===== src/rtl/rng_pkg.sv =====
// Shared constants and FSM encoding for the random-byte burst scheduler.
package rng_pkg;

    localparam int BYTE_W = 8;

    localparam int                DEFAULT_BURST_LEN = 16;
    localparam logic [BYTE_W-1:0] DEFAULT_HEADER    = 8'hA5;

    localparam logic [3:0] ST_IDLE      = 4'd0;
    localparam logic [3:0] ST_HDR       = 4'd1;
    localparam logic [3:0] ST_HDR_WAIT  = 4'd2;
    localparam logic [3:0] ST_REQ       = 4'd3;
    localparam logic [3:0] ST_RNG_WAIT  = 4'd4;
    localparam logic [3:0] ST_SEND      = 4'd5;
    localparam logic [3:0] ST_SEND_WAIT = 4'd6;
    localparam logic [3:0] ST_CSUM      = 4'd7;
    localparam logic [3:0] ST_CSUM_WAIT = 4'd8;

    typedef enum logic [3:0] {
        IDLE      = ST_IDLE,
        HDR       = ST_HDR,
        HDR_WAIT  = ST_HDR_WAIT,
        REQ       = ST_REQ,
        RNG_WAIT  = ST_RNG_WAIT,
        SEND      = ST_SEND,
        SEND_WAIT = ST_SEND_WAIT,
        CSUM      = ST_CSUM,
        CSUM_WAIT = ST_CSUM_WAIT
    } state_t;

endpackage


===== src/rtl/rng_burst_scheduler.sv =====
// Frames random bytes for the UART: header, BURST_LEN fetched bytes, XOR checksum,
// handshaking each byte with the UART completion pulse.
module rng_burst_scheduler
    import rng_pkg::*;
#(
    parameter int                BURST_LEN = DEFAULT_BURST_LEN,
    parameter logic [BYTE_W-1:0] HEADER    = DEFAULT_HEADER
) (
    input  logic              sys_Clk,
    input  logic              reset,
    input  logic              button,
    input  logic              rng_Valid,
    input  logic [BYTE_W-1:0] rng_Byte,
    output logic              rng_Req,
    input  logic              uart_Done,
    output logic              uart_Wr,
    output logic [BYTE_W-1:0] uart_Data,
    output logic              busy,
    output logic [BYTE_W-1:0] drop_Cnt
);

    localparam logic [BYTE_W-1:0] BURST_LEN_B = BYTE_W'(BURST_LEN);
    localparam logic [BYTE_W-1:0] DROP_MAX    = '1;

    state_t            state_reg;
    logic              btn_q;
    logic              mask_reg;
    logic [BYTE_W-1:0] cnt_reg;
    logic [BYTE_W-1:0] csum_reg;
    logic              rng_req_reg;
    logic              uart_wr_reg;
    logic [BYTE_W-1:0] uart_data_reg;
    logic              busy_reg;
    logic [BYTE_W-1:0] drop_cnt_reg;
    logic              start;

    // mask_reg blocks a button that was already high when reset released
    assign start = button & ~btn_q & ~mask_reg;

    always_ff @(posedge sys_Clk) begin
        if (!reset) begin
            state_reg     <= IDLE;
            btn_q         <= 1'b0;
            mask_reg      <= 1'b1;
            cnt_reg       <= '0;
            csum_reg      <= '0;
            rng_req_reg   <= 1'b0;
            uart_wr_reg   <= 1'b0;
            uart_data_reg <= '0;
            busy_reg      <= 1'b0;
            drop_cnt_reg  <= '0;
        end else begin
            btn_q       <= button;
            mask_reg    <= 1'b0;
            rng_req_reg <= 1'b0;
            uart_wr_reg <= 1'b0;

            if (rng_Valid && state_reg != RNG_WAIT && drop_cnt_reg != DROP_MAX)
                drop_cnt_reg <= drop_cnt_reg + 8'd1;

            case (state_reg)
                IDLE: begin
                    cnt_reg  <= '0;
                    csum_reg <= '0;
                    if (start) begin
                        state_reg <= HDR;
                        busy_reg  <= 1'b1;
                    end
                end
                HDR: begin
                    uart_data_reg <= HEADER;
                    uart_wr_reg   <= 1'b1;
                    state_reg     <= HDR_WAIT;
                end
                HDR_WAIT: begin
                    if (uart_Done)
                        state_reg <= REQ;
                end
                REQ: begin
                    rng_req_reg <= 1'b1;
                    state_reg   <= RNG_WAIT;
                end
                RNG_WAIT: begin
                    if (rng_Valid) begin
                        uart_data_reg <= rng_Byte;
                        csum_reg      <= csum_reg ^ rng_Byte;
                        cnt_reg       <= cnt_reg + 8'd1;
                        state_reg     <= SEND;
                    end
                end
                SEND: begin
                    uart_wr_reg <= 1'b1;
                    state_reg   <= SEND_WAIT;
                end
                SEND_WAIT: begin
                    if (uart_Done)
                        state_reg <= (cnt_reg < BURST_LEN_B) ? REQ : CSUM;
                end
                CSUM: begin
                    uart_data_reg <= csum_reg;
                    uart_wr_reg   <= 1'b1;
                    state_reg     <= CSUM_WAIT;
                end
                CSUM_WAIT: begin
                    if (uart_Done) begin
                        state_reg <= IDLE;
                        busy_reg  <= 1'b0;
                    end
                end
                default: begin
                    state_reg <= IDLE;
                    busy_reg  <= 1'b0;
                end
            endcase
        end
    end

    assign rng_Req   = rng_req_reg;
    assign uart_Wr   = uart_wr_reg;
    assign uart_Data = uart_data_reg;
    assign busy      = busy_reg;
    assign drop_Cnt  = drop_cnt_reg;

endmodule


===== config.mk =====
export PLATFORM = sky130hd
export DESIGN_NAME = rng_burst_scheduler
export DESIGN_NICKNAME = d
export VERILOG_FILES = /design/src/rtl/rng_pkg.sv /design/src/rtl/rng_burst_scheduler.sv
export SDC_FILE = /design/constraint.sdc
export NUM_CORES = 1
export LEC_CHECK = 0
export CAP_MARGIN = 20
export CORE_MARGIN = 1.5
export CORE_UTILIZATION = 50
export CTS_BUF_LIST = sky130_fd_sc_hd__clkbuf_16
export DETAILED_ROUTE_END_ITERATION = 10
export MAX_ROUTING_LAYER = met4
export PLACE_DENSITY = 0.76
export SLEW_MARGIN = 20
export SYNTH_ARGS = -nofsm -noshare
export SYNTH_HDL_FRONTEND = slang
export SYNTH_SLANG_ARGS = --single-unit

===== constraint.sdc =====
create_clock -name sys_Clk -period 1.8 [get_ports sys_Clk]
set_input_delay 0.18 -clock sys_Clk [delete_from_list [all_inputs] [get_ports sys_Clk]]
set_output_delay 0.18 -clock sys_Clk [all_outputs]
set_load 0.1 [all_outputs]

==> reports/results.ini, run 1 <==
[outcome]
status = completed

[logic_synthesis]
synthTopCellsByArea = dfxtp_1 (43%), nor2_1 (6.5%), xor2_1 (5.5%)
ys.flop_type = dfxtp_1
syn_nets = 227
yosys.area.top_type = dfxtp_1
postSynthAreaPerCell_um2 = 9.01
synth_warnings = 0
synth_edf_count = 0
synth_top_area_share_pct = 43.0
ys_types = 46
syn_area_um2 = 1910
netlist_instances = 212
ys_ff_latch = 41
ys_async_sr_fraction_pct = 0
yosysSeqAreaShare_pct = 43.0

[power_and_ir_drop]
finalPower_mw = 2.31
max-vdd-ir-drop_mv = 0.554
powerDensity_nw_per_um2 = 950
p_leak_nw = 0.984

[timing]
setup_viol_count_final = 0
period_needed_ns = 1.66
grt_setup_unrepaired = no
fin_crit_sh_pct = 92.0
hold_viol_final = 0
whs_ns = 0.486
slew_headroom_pct = 61.8
fin_worst_skew_ns = 0.00491
worstMarginPinSlew_ns = 0.567
clock.fmax_ghz = 0.604
slew_viol_final = 0

[worst_setup_path]
worstSetupEndpointType = register
critPathTopFamily = compound AO/OA/AOI/OAI gates
required_ns = 2.00
path_class = register to register
crit_fanout = 10
cp_slowest_cell = o221a_2
path_common_cell = buf_4
cp-start-kind = register
worstPathArrival_ns = 1.85
slowest_delay_ns = 0.38
crit_path_cell_trace = buf_4 -> nor3b_1 -> o221a_2 -> buf_4 -> nor2_1 -> a211oi_1
crit_buf_inv = 2

[floorplan]
fp.coreArea_um2 = 3660
io_pins = 32
start_util_pct = 52.2
placementRows = 22
dieHeight_um = 64.8
die_x_um = 64.8
dieArea_um2 = 4200

[grt]
grt_max_degree = 16
antenna_found_initial = 0
grt-ovfl-total = 0
first_global_vias = 1599
grt_first_pass_wirelength_um = 7130
grt_usage_pct = 22.6

[cells_and_area]
final_common_cell = buf_4
area_growth_pct = 27.2
final_area_um2 = 2430
drive_gt1_share_pct = 23.5
diodes = 0
final_cell_mix = buf_4 (35), nor2_1 (33), dfxtp_1 (33)
layout.nets = 269

[clocking]
cts_root_buf = clkbuf_16
cts.sinks = 41
cts_buffer_depth = 2
tritoncts.num_buffers = 5
clk_latency_ns = 0.28
cts_tree = yes
clk_pin_slew_ns = 0.06
cts_max_level = 2

[routing]
drt_pre_antenna_iters = 5
viasPerCell = 5.51
wl_per_cell_um = 13.4
drc_errors = 0
vias = 1669
ant_nets = 0
drt_wl_total_um = 4070
drtIter0Drc = 56

[placement]
io_buffers = 31
gp_congestion = 0.822
dpl-instance-area_um2 = 2280
dp_hpwl_um = 2900

[job]
drv_cap = 0

[hold_path]
hold_class = input pin to register

-- routing by layer --
| metal | part of all wire (%) | GRT usage, % | vias up |
|---|---|---|---|
| met3 | 4.8 | 5.21 | 10 |
| met1 | 47 | 28.1 | 777 |
| met4 | 1.9 | 10.4 | 0 |
| li1 | - | - | 841 |
| met2 | 46 | 34.9 | 41 |
| met5 | 0 | - | - |
-- cell families after synthesis --
kind of cell             share of synthesized area, %
AO/OA/AOI/OAI                                    13.8
XOR/XNOR                                         8.26
adder cells (fa/ha/maj)                          1.31
buffers and inverters                            4.65
flip-flops                                       43.0
multiplexers                                     1.57
AND/OR/NAND/NOR                                  27.4
-- Yosys cell counts, types with 2 or more instances --
cell type,count
dfxtp_1,41
nor2_1,33
nand3_1,14
nand2_1,12
xor2_1,12
a21oi_1,7
nor3_1,7
xnor2_1,6
a211oi_1,5
buf_2,5
a221oi_1,4
a22oi_1,4
and2_1,3
clkbuf_1,3
inv_1,3
mux2i_1,3
nand4_1,3
o211ai_1,3
or3_1,3
and3_1,2
buf_4,2
buf_6,2
ha_1,2
nand2b_1,2
nor2b_1,2
nor4_1,2
nor4_2,2
nor4_4,2
o21ai_0,2
o21ai_1,2
o31ai_1,2
or4_1,2
or4b_1,2
-- area by class of cell --
type                    count  area (um2)
clock buffers               5         125
fillers                   328        1230
clock inverters             3        13.8
inverters                   4        15.0
multi-input cells         155        1000
well taps                  48        60.1
repair buffers             47         383
flip-flops and latches     41         831
-- path summary, 6_finish.rpt --
| kind | depth (start not counted) | end | start | slack (ns) |
|---|---|---|---|---|
| setup reg to reg | 6 | uart_Data[3] | state_reg[0] | 0.14 |
| hold / removal | 2 | btn_q | button | 0.49 |
| hold reg to reg | 2 | cnt_reg[1] | cnt_reg[1] | 0.49 |
| setup / recovery | 6 | uart_Data[3] | state_reg[0] | 0.14 |
-- power breakdown --
part           internal [mW]  total [mW]  switching, mW
Clock                  0.503       0.841          0.338
Sequential             0.953       0.981         0.0281
Combinational          0.151       0.485          0.334
Total                   1.61        2.31          0.700
-- metrics by stage --
step	util, %	worst slack, ns	std cells	TNS, ns
floorplan	-	-0.0170	212	-0.0170
global placement	62.3	0.104	294	0
detailed placement	62.3	-0.00115	294	-0.00115
CTS	66.1	0.171	302	0
global route	66.3	0.0141	303	0
finish	66.3	0.143	303	0
-- repair_timing --
action,CTS,global route
hold buffers,0,0
setup buffers,0,1
setup endpoints to repair,0,1
gates resized for setup,0,1
Note: power is estimated with default switching activity, not from simulation.
==> run 2: changes to the inputs <==
CORE_MARGIN = 4   (was 1.5)
PLACE_DENSITY = 0.82   (was 0.76)
==> run 2 against run 1 <==
Hold slack got worse by 0.0076 ns. First-iteration DRC count rose by 110%. Combinational power shrank 1%. Wire length increased by 4.2%. Highest routed layer unchanged. Power is 1.0% lower. Clock-buffer cell count did not move. Clock power fell by 2.6%. Sequential share of layout area grew 0.27 points.
==> reports/results.ini, run 2 (synthesized netlist as in run 1, its figures left out) <==
[cells_and_area]
final_cell_mix = nor2_1 (33), dfxtp_1 (33), buf_4 (33)
layout.nets = 267  ; -0.74%
diodes = 0  ; unchanged
final_area_um2 = 2410  ; -0.77%
drive_gt1_share_pct = 22.2  ; -1.3 points
area_growth_pct = 26.2
fill_cells = 340  ; +3.7%
utilization_pct = 65.3  ; -1.0 points

[floorplan]
start_util_pct = 51.8  ; -0.39 points
dieArea_um2 = 4870  ; +16%
dieHeight_um = 69.8  ; +7.7%
io_pins = 32  ; unchanged
fp.coreArea_um2 = 3690  ; +0.75%
placementRows = 22  ; unchanged
die_x_um = 69.8  ; +7.7%

[timing]
setup_tns_ns = 0  ; unchanged
whs_ns = 0.479  ; -0.00758 ns
hold_viol_final = 0  ; unchanged
slew_viol_final = 0  ; unchanged
fin_worst_skew_ns = 0.00456  ; -0.000353 ns
clock.fmax_ghz = 0.616  ; +2.1%
grt_setup_unrepaired = no
period_needed_ns = 1.62  ; -0.0334 ns
setup_viol_count_final = 0  ; unchanged
fin_crit_sh_pct = 90.2  ; -1.9 points
worstMarginPinSlew_ns = 0.542  ; -0.0250 ns
slew_headroom_pct = 63.5  ; +1.7 points

[grt]
grt_max_degree = 21  ; +5
first_global_vias = 1633  ; +2.1%
grt-ovfl-total = 0  ; unchanged
grt_usage_pct = 19.3  ; -3.3 points
grt_first_pass_wirelength_um = 7380  ; +3.4%
antenna_found_initial = 0  ; unchanged

[worst_setup_path]
slowest_delay_ns = 0.39  ; about the same
path_common_cell = and2_1
cp-start-kind = register
crit_fanout = 9  ; -1
crit_path_cell_trace = buf_4 -> and2_1 -> and2_1 -> a22oi_1 -> a211oi_1
cp_slowest_cell = and2_1
worstSetupEndpointType = register
path_class = register to register
worstPathArrival_ns = 1.82  ; -0.03 ns
required_ns = 1.99  ; about the same

[clocking]
cts_tree = yes
clk_pin_slew_ns = 0.05  ; about the same
cts-hold-fix-buffers = 0  ; unchanged
post_cts_buffers = 0  ; unchanged
cts_buffer_depth = 2  ; unchanged
clk_latency_ns = 0.28  ; about the same
cts.sinks = 41  ; unchanged
cts_max_level = 2  ; unchanged
cts_root_buf = clkbuf_16
tritoncts.num_buffers = 5  ; unchanged

[outcome]
status = completed

[hold_path]
hold_class = input pin to register

[power_and_ir_drop]
net-switching-power_mw = 0.687  ; -1.8%
powerDensity_nw_per_um2 = 947  ; -0.28%
p_leak_nw = 0.971  ; -1.3%
seqPwrFrac_pct = 43.1  ; +0.6 points
max-vdd-ir-drop_mv = 0.477  ; -14%
combinationalPowerShare_pct = 21.0  ; about the same
cellInternalPower_mw = 1.60  ; -0.71%
p_clk_share_pct = 35.9  ; -0.6 points
switching_share_pct = 30.1  ; -0.24 points
finalPower_mw = 2.28  ; -1.0%

[routing]
drtIter0Drc = 120  ; +110%
drc_errors = 0  ; unchanged
viasPerCell = 5.63  ; +2.1%
drt_pre_antenna_iters = 5  ; unchanged
vias = 1688  ; +1.1%
ant_nets = 0  ; unchanged
wl_per_cell_um = 14.1  ; +5.2%
drt_wl_total_um = 4240  ; +4.2%

[placement]
dpl-instance-area_um2 = 2270  ; -0.33%
gp_congestion = 0.850  ; +3.4%
dp_hpwl_um = 2990  ; +3.1%
io_buffers = 31  ; unchanged

[job]
drv_cap = 0  ; unchanged

## run 2: through the flow
stage                     setup WS, ns  cells
final                            0.177    300
after global routing           0.00453    300
after CTS                       0.0767    300
after detailed placement       0.00412    293
after global placement          0.0741    293
after floorplan                -0.0170    212
## run 2: area by class of cell
cell class | instances | area [um2] | share of cell area (%)
Clock buffer | 5 | 125 | 5.19
Clock inverter | 2 | 7.51 | 0.312
Inverter | 4 | 15.0 | 0.623
Multi-Input combinational cell | 155 | 1000 | 41.6
Sequential cell | 41 | 831 | 34.5
Tap cell | 48 | 60.1 | 2.49
Timing Repair Buffer | 45 | 368 | 15.3
## run 2: power by group through the flow
stage,clock network (mW),logic [mW],registers [mW]
after global placement,0,0.472,1.00
after floorplan,0,0.181,1.18
after detailed placement,0,0.478,1.00
after global routing,0.879,0.516,0.990
final,0.819,0.480,0.984
after CTS,0.838,0.482,0.985
## run 2: path summary, 6_finish.rpt
| path | startpoint | to | slack, ns | cells past startpoint |
|---|---|---|---|---|
| setup reg to reg | state_reg[1] | uart_Data[3] | 0.18 | 5 |
| hold reg to reg | cnt_reg[1] | cnt_reg[1] | 0.48 | 2 |
| hold / removal | button | btn_q | 0.48 | 2 |
| setup / recovery | state_reg[1] | uart_Data[3] | 0.18 | 5 |
## run 2: metal layers
layer  GRT usage, %  vias up  part of all wire [%]  wire length, um
met1           22.2      794                    44             1880
met2           31.1       49                    47             2010
li1               -      835                     -                -
met3           4.35       10                   5.7              240
met5              -        -                     0                0
met4           10.6        0                   2.6              110
## run 2: critical path, delay by kind of cell (launching register included)
family,cells,cell delay [ns]
buf+inv,1,0.19
simple gates,2,0.60
compound gates,2,0.38
flops,1,0.36
## run 2: timing repair
| item | in CTS | in global routing |
|---|---|---|
| gates resized for setup | 0 | 1 |
| setup endpoints to repair | 0 | 2 |
| hold endpoints to repair | 0 | 0 |
